--- src/rtl/aes_pkg.sv ---
// aes_pkg: shared widths, packer state encoding and the byte-swap helper
package aes_pkg;

    localparam int AES_BLOCK_WIDTH     = 128;
    localparam int AES_WORD_WIDTH      = 32;
    localparam int AES_WORDS_PER_BLOCK = 4;

    typedef enum logic {
        FILL    = 1'b0,
        PENDING = 1'b1
    } pack_state_t;

    function automatic logic [AES_WORD_WIDTH-1:0] byte_swap(input logic [AES_WORD_WIDTH-1:0] w);
        return {w[7:0], w[15:8], w[23:16], w[31:24]};
    endfunction

endpackage

--- src/rtl/aes_block_slot.sv ---
// aes_block_slot: single-entry valid/ready holding register with a transfer counter
// Ports: iClk, iRst (sync, active-high), iLoad/iData load a new entry,
//        iReady consumer accept, oValid/oData held entry, oFree slot can take a load
//        this cycle, oCnt transfers since reset (wraps).
module aes_block_slot #(
    parameter int W         = 128,
    parameter int CNT_WIDTH = 16
) (
    input  logic                 iClk,
    input  logic                 iRst,
    input  logic                 iLoad,
    input  logic [W-1:0]         iData,
    input  logic                 iReady,
    output logic                 oValid,
    output logic [W-1:0]         oData,
    output logic                 oFree,
    output logic [CNT_WIDTH-1:0] oCnt
);

    logic xfer;

    assign xfer  = oValid && iReady;
    assign oFree = !oValid || iReady;

    always_ff @(posedge iClk) begin
        if (iRst) begin
            oValid <= 1'b0;
            oData  <= '0;
            oCnt   <= '0;
        end else begin
            if (iLoad) begin
                oValid <= 1'b1;
                oData  <= iData;
            end else if (xfer) begin
                oValid <= 1'b0;
            end
            if (xfer)
                oCnt <= oCnt + 1'b1;
        end
    end

endmodule

--- src/rtl/aes_word_packer.sv ---
// aes_word_packer: packs four 32-bit words (first word = MSW) into a 128-bit AES block
// Ports: iClk, iRst (sync, active-high), iClear (soft clear, same as iRst),
//        iWrite/iData word input, oFull input stall, oUsedw words held (0..8),
//        oBlock_valid/oBlock/iBlock_ready block handshake, oBlock_cnt blocks handed off,
//        oErr_overflow sticky write-while-full flag.
// Macro AES_PACK_BYTESWAP_EN: byte-reverse each input word before storage.
module aes_word_packer
    import aes_pkg::*;
#(
    parameter int DATA_WIDTH  = 32,
    parameter int BLOCK_WIDTH = 128,
    parameter int CNT_WIDTH   = 16
) (
    input  logic                   iClk,
    input  logic                   iRst,
    input  logic                   iClear,
    input  logic                   iWrite,
    input  logic [DATA_WIDTH-1:0]  iData,
    output logic                   oFull,
    output logic [3:0]             oUsedw,
    output logic                   oBlock_valid,
    output logic [BLOCK_WIDTH-1:0] oBlock,
    input  logic                   iBlock_ready,
    output logic [CNT_WIDTH-1:0]   oBlock_cnt,
    output logic                   oErr_overflow
);

    pack_state_t                state, state_next;
    logic [1:0]                 idx, idx_next;
    logic [AES_BLOCK_WIDTH-1:0] asm_q, asm_next;
    logic [AES_WORD_WIDTH-1:0]  word;
    logic [3:0]                 usedw_next;
    logic                       rst, accept, last, slot_free, xfer, load, valid_next;

    assign rst = iRst || iClear;

`ifdef AES_PACK_BYTESWAP_EN
    assign word = byte_swap(iData);
`else
    assign word = iData;
`endif

    assign oFull = (state == PENDING);

    always_comb begin
        accept   = iWrite && state == FILL;
        last     = accept && idx == 2'd3;
        xfer     = oBlock_valid && iBlock_ready;
        // A held block leaves PENDING on the same edge the output slot is consumed.
        load     = (last && slot_free) || (state == PENDING && xfer);
        idx_next = accept ? idx + 2'd1 : idx;
        asm_next = asm_q;
        for (int k = 0; k < AES_WORDS_PER_BLOCK; k++)
            if (accept && idx == k[1:0])
                asm_next[AES_BLOCK_WIDTH-1-AES_WORD_WIDTH*k -: AES_WORD_WIDTH] = word;
        state_next = state;
        if (last && !slot_free)
            state_next = PENDING;
        else if (state == PENDING && xfer)
            state_next = FILL;
        valid_next = load || (oBlock_valid && !xfer);
        usedw_next = {2'b00, idx_next} + (state_next == PENDING ? 4'd4 : 4'd0) + (valid_next ? 4'd4 : 4'd0);
    end

    always_ff @(posedge iClk) begin
        if (rst) begin
            state         <= FILL;
            idx           <= '0;
            asm_q         <= '0;
            oUsedw        <= '0;
            oErr_overflow <= 1'b0;
        end else begin
            state  <= state_next;
            idx    <= idx_next;
            asm_q  <= asm_next;
            oUsedw <= usedw_next;
            if (iWrite && state == PENDING)
                oErr_overflow <= 1'b1;
        end
    end

    aes_block_slot #(
        .W         (BLOCK_WIDTH),
        .CNT_WIDTH (CNT_WIDTH)
    ) u_slot (
        .iClk   (iClk),
        .iRst   (rst),
        .iLoad  (load),
        .iData  (asm_next),
        .iReady (iBlock_ready),
        .oValid (oBlock_valid),
        .oData  (oBlock),
        .oFree  (slot_free),
        .oCnt   (oBlock_cnt)
    );

endmodule

--- config.mk ---
export PLATFORM = sky130hd
export DESIGN_NAME = aes_word_packer
export DESIGN_NICKNAME = d
export VERILOG_FILES = /design/src/rtl/aes_pkg.sv /design/src/rtl/aes_block_slot.sv /design/src/rtl/aes_word_packer.sv
export SDC_FILE = /design/constraint.sdc
export NUM_CORES = 1
export LEC_CHECK = 0
export ABC_AREA = 1
export BUFFER_PORTS_ARGS = -buffer_cell sky130_fd_sc_hd__buf_2
export CAP_MARGIN = 0
export CORE_MARGIN = 2
export CORE_UTILIZATION = 50
export DETAILED_ROUTE_END_ITERATION = 7
export PLACE_DENSITY = 0.75
export RECOVER_POWER = 100
export SLEW_MARGIN = 10
export SYNTH_ARGS = -nofsm -noshare
export SYNTH_HDL_FRONTEND = slang
export SYNTH_SLANG_ARGS = --single-unit
--- constraint.sdc ---
create_clock -name iClk -period 1.48 [get_ports iClk]
set_input_delay 0.296 -clock iClk [delete_from_list [all_inputs] [get_ports iClk]]
set_output_delay 0.296 -clock iClk [all_outputs]
set_load 0.005 [all_outputs]
==> qor.csv <==
metric;value;unit
H-tree depth;1;
ANT cells;0;
GR Util All Layers;23.25;%
antenna violations before repair;0;
Top Ports;188;
Final min period;1.575;ns
leading area contributor after synthesis;dfxtp_1;
post-synth top area share;52.71;%
share of post-route cells with drive strength above 1;26.87;%
clock sinks;279;
normalized max-slew margin;73.00;%
WL final;29010;um
Iter 0 DRT Violations;555;
Crit-path slowest cell;dfxtp_2;
routing usage on met1;28.46;%
CP top delay family;buffers and inverters;
GR Util met3;4.177;%
Power Dens Cells;1101;nW/um2
CTS Root Cell;clkbuf_16;
post-synthesis cell count;1519;
Seq pwr share;47.9;%
failing checks;negative setup slack;
Post-route DRC;0;
global-route wire length before repair;42660;um
worst slack at placement;-0.1391;ns
port bufs;187;
CP startpoint kind;flip-flop;
vias in the first global route;8985;
Power, Total;15.87;mW
area grow syn2layout;36.06;%
Crit. End Element;flip-flop;
Max Cap Viol;0;
Post-Syn Area;10600;um2
Clock Latency Late Sink;0.53;ns
critical path data arrival time;2.00;ns
skew final;0.01373;ns
worst setup path class;flip-flop to flip-flop;
drt wl/cell;14.23;um
Post-CTS Hold Buffers;0;
period utilization;106.4;%
crit path buf inv count;3;
Levels on crit path;9;
Detailed Routing Iterations Pass 1;5;
number of synthesized flops with an enable pin;0;
fin. max-slew vios;0;
Seq cells post-synth;279;
Setup TNS;-2.700;ns
largest net degree at the start of global routing;75;
Die W;149.6;um
NumNets Final;1789;
Req. time, crit path;1.90;ns
Seq/Total Area, Yosys;52.71;%
Hold WC Path Type;input port to flip-flop;
Synth warnings;0;
outcome;finished, violations left;
maximum vdd drop;0.8934;mV
vias;9942;
core area;20890;um2
Hold Path Stages;3;
library cells used by synthesis;23;
synth cell count leaders;416 x nand2_1, 415 x nor2_1, 279 x dfxtp_1;
vias per cell;4.876;
Post-Syn Nets;1562;
num rows;53;
grt ovf;0;
Leak;6.478;nW
count leader, synth;nand2_1;
Clk pwr share;45.6;%
Hold Fails Final Rpt;0;
ys flop type;dfxtp_1;
Finish-stage setup viols;96;
Setup WS post-layout;-0.09469;ns
Synth Area per Inst;6.976;um2
Clock Tree Buf Depth;3;
Initial Utilization;50.73;%
Slowest Stage Delay on Critical Path;0.34;ns
routing usage on met2;41.31;%
total CTS buffers;28;
RSZ-0062 raised after global routing;true;
Die ar.;22370;um2
Area contributors post-synth;dfxtp_1 53%, nand2_1 15%, nor2_1 15%, o21ai_0 6.5%, inv_1 5.3%;
sw frac;22.33;%
ANT nets after route;0;
CTS tree;built;
depth of the most critical reg-to-reg path;9;
combinational share of power;6.4;%
P_int;12.32;mW
NetSw;3.544;mW
Async SR Flop Fraction;0;%
Clk pin slew, worst setup/hold paths;0.06;ns
Worst Tran Pin Value;0.4050;ns
crit-path cells;nor2_4, nand2_4, o21ai_4, buf_12, clkbuf_16, clkbuf_16, nand2_2, nand2_1, nor2_1;
RePlAce Congestion;0.8310;
most frequent CP cell;clkbuf_16;
layer with the highest usage;met2;
fmax;635.0;MHz
chip height;149.6;um
hpwl dp;17390;um
crit path max fanout;7;
path summary, 6_finish.rpt:
check	slack, ns	to	from
setup / recovery	-0.09	u_slot.oData[78]	oFull
hold / removal	0.08	asm_q[53]	iData[21]
setup reg to reg	-0.09	u_slot.oData[78]	oFull
hold reg to reg	0.47	u_slot.oData[33]	u_slot.oData[33]
placed cells by master, fill, tap and decap left out, drive strengths merged, types with 6 or more instances in the layout:
cell type and instances:
o21ai 138, nor2 416, clkinv 6, buf 266, ha 6, a21oi 9
inv 151, nand2 416, nand3 7, dfxtp 279, clkbuf 53
registers in the layout, summed over array words and instances (netlist names), named ones only:
name           flops
u_slot.oData     128
oErr_overflow      1
u_slot.oCnt       16
oUsedw             3
asm_q            128
oFull              1
u_slot.oValid      1
timing repair:
| action | in CTS | in global routing |
|---|---|---|
| pin swaps | 2 | 34 |
| gates cloned | 3 | 15 |
| gates resized for setup | 69 | 221 |
| endpoints found under the setup margin | 133 | 149 |
| buffers inserted | 0 | 5 |
final cells by class:
cell class	count	area (um2)
sequential	279	5595
tap	275	344.1
timing repair buffer	280	2341
fill	1723	6471
multi-input combinational	1006	4624
clock inverter	9	120.1
clock buffer	39	823.3
inverter	151	569.3
cell families after synthesis:
logic type	share of synthesized area [%]
and+or+nand+nor	30.26
buffers and inverters	8.844
AOI/OAI and AO/OA	7.309
DFF	52.71
adders and majority gates	0.7084
xor gates and xnor gates	0.1653
through the flow:
step | hold WS, ns | util (%) | instance area, um2 | instances
2_1_floorplan | 0.4654 | - | 10640 | 1519
3_3_place_gp | 0.4567 | 59.04 | 12330 | 1968
3_5_place_dp | 0.4633 | 59.04 | 12330 | 1968
4_1_cts | 0.05783 | 64.50 | 13470 | 2019
5_1_grt | 0.08738 | 69.02 | 14420 | 2039
6_report | 0.07831 | 69.02 | 14420 | 2039
routing by layer:
layer / part of all wire [%] / wire length, um / up-vias
li1: - / - / 5023
met1: 41 / 12030 / 4573
met2: 50 / 14600 / 287
met3: 5.1 / 1475 / 59
met4: 3.1 / 905 / 0
met5: 0 / 0 / -
worst reg2reg max path: cells and delay by family, from the launching register on:
family	cells	cell delay, ns
buffers and inverters	3	0.52
and+or+nand+nor	5	0.44
AOI/OAI and AO/OA	1	0.17
DFF	1	0.34
power by group through the flow:
stage	Clock, mW	Combinational, mW	Sequential (mW)
3_3_place_gp	0	0.771	7.77
5_1_grt	7.64	1.12	7.61
4_1_cts	7.32	0.882	7.61
6_report	7.24	1.02	7.61
3_5_place_dp	0	0.785	7.78
2_1_floorplan	0	0.467	7.77
(Power assumes the default switching activity.)
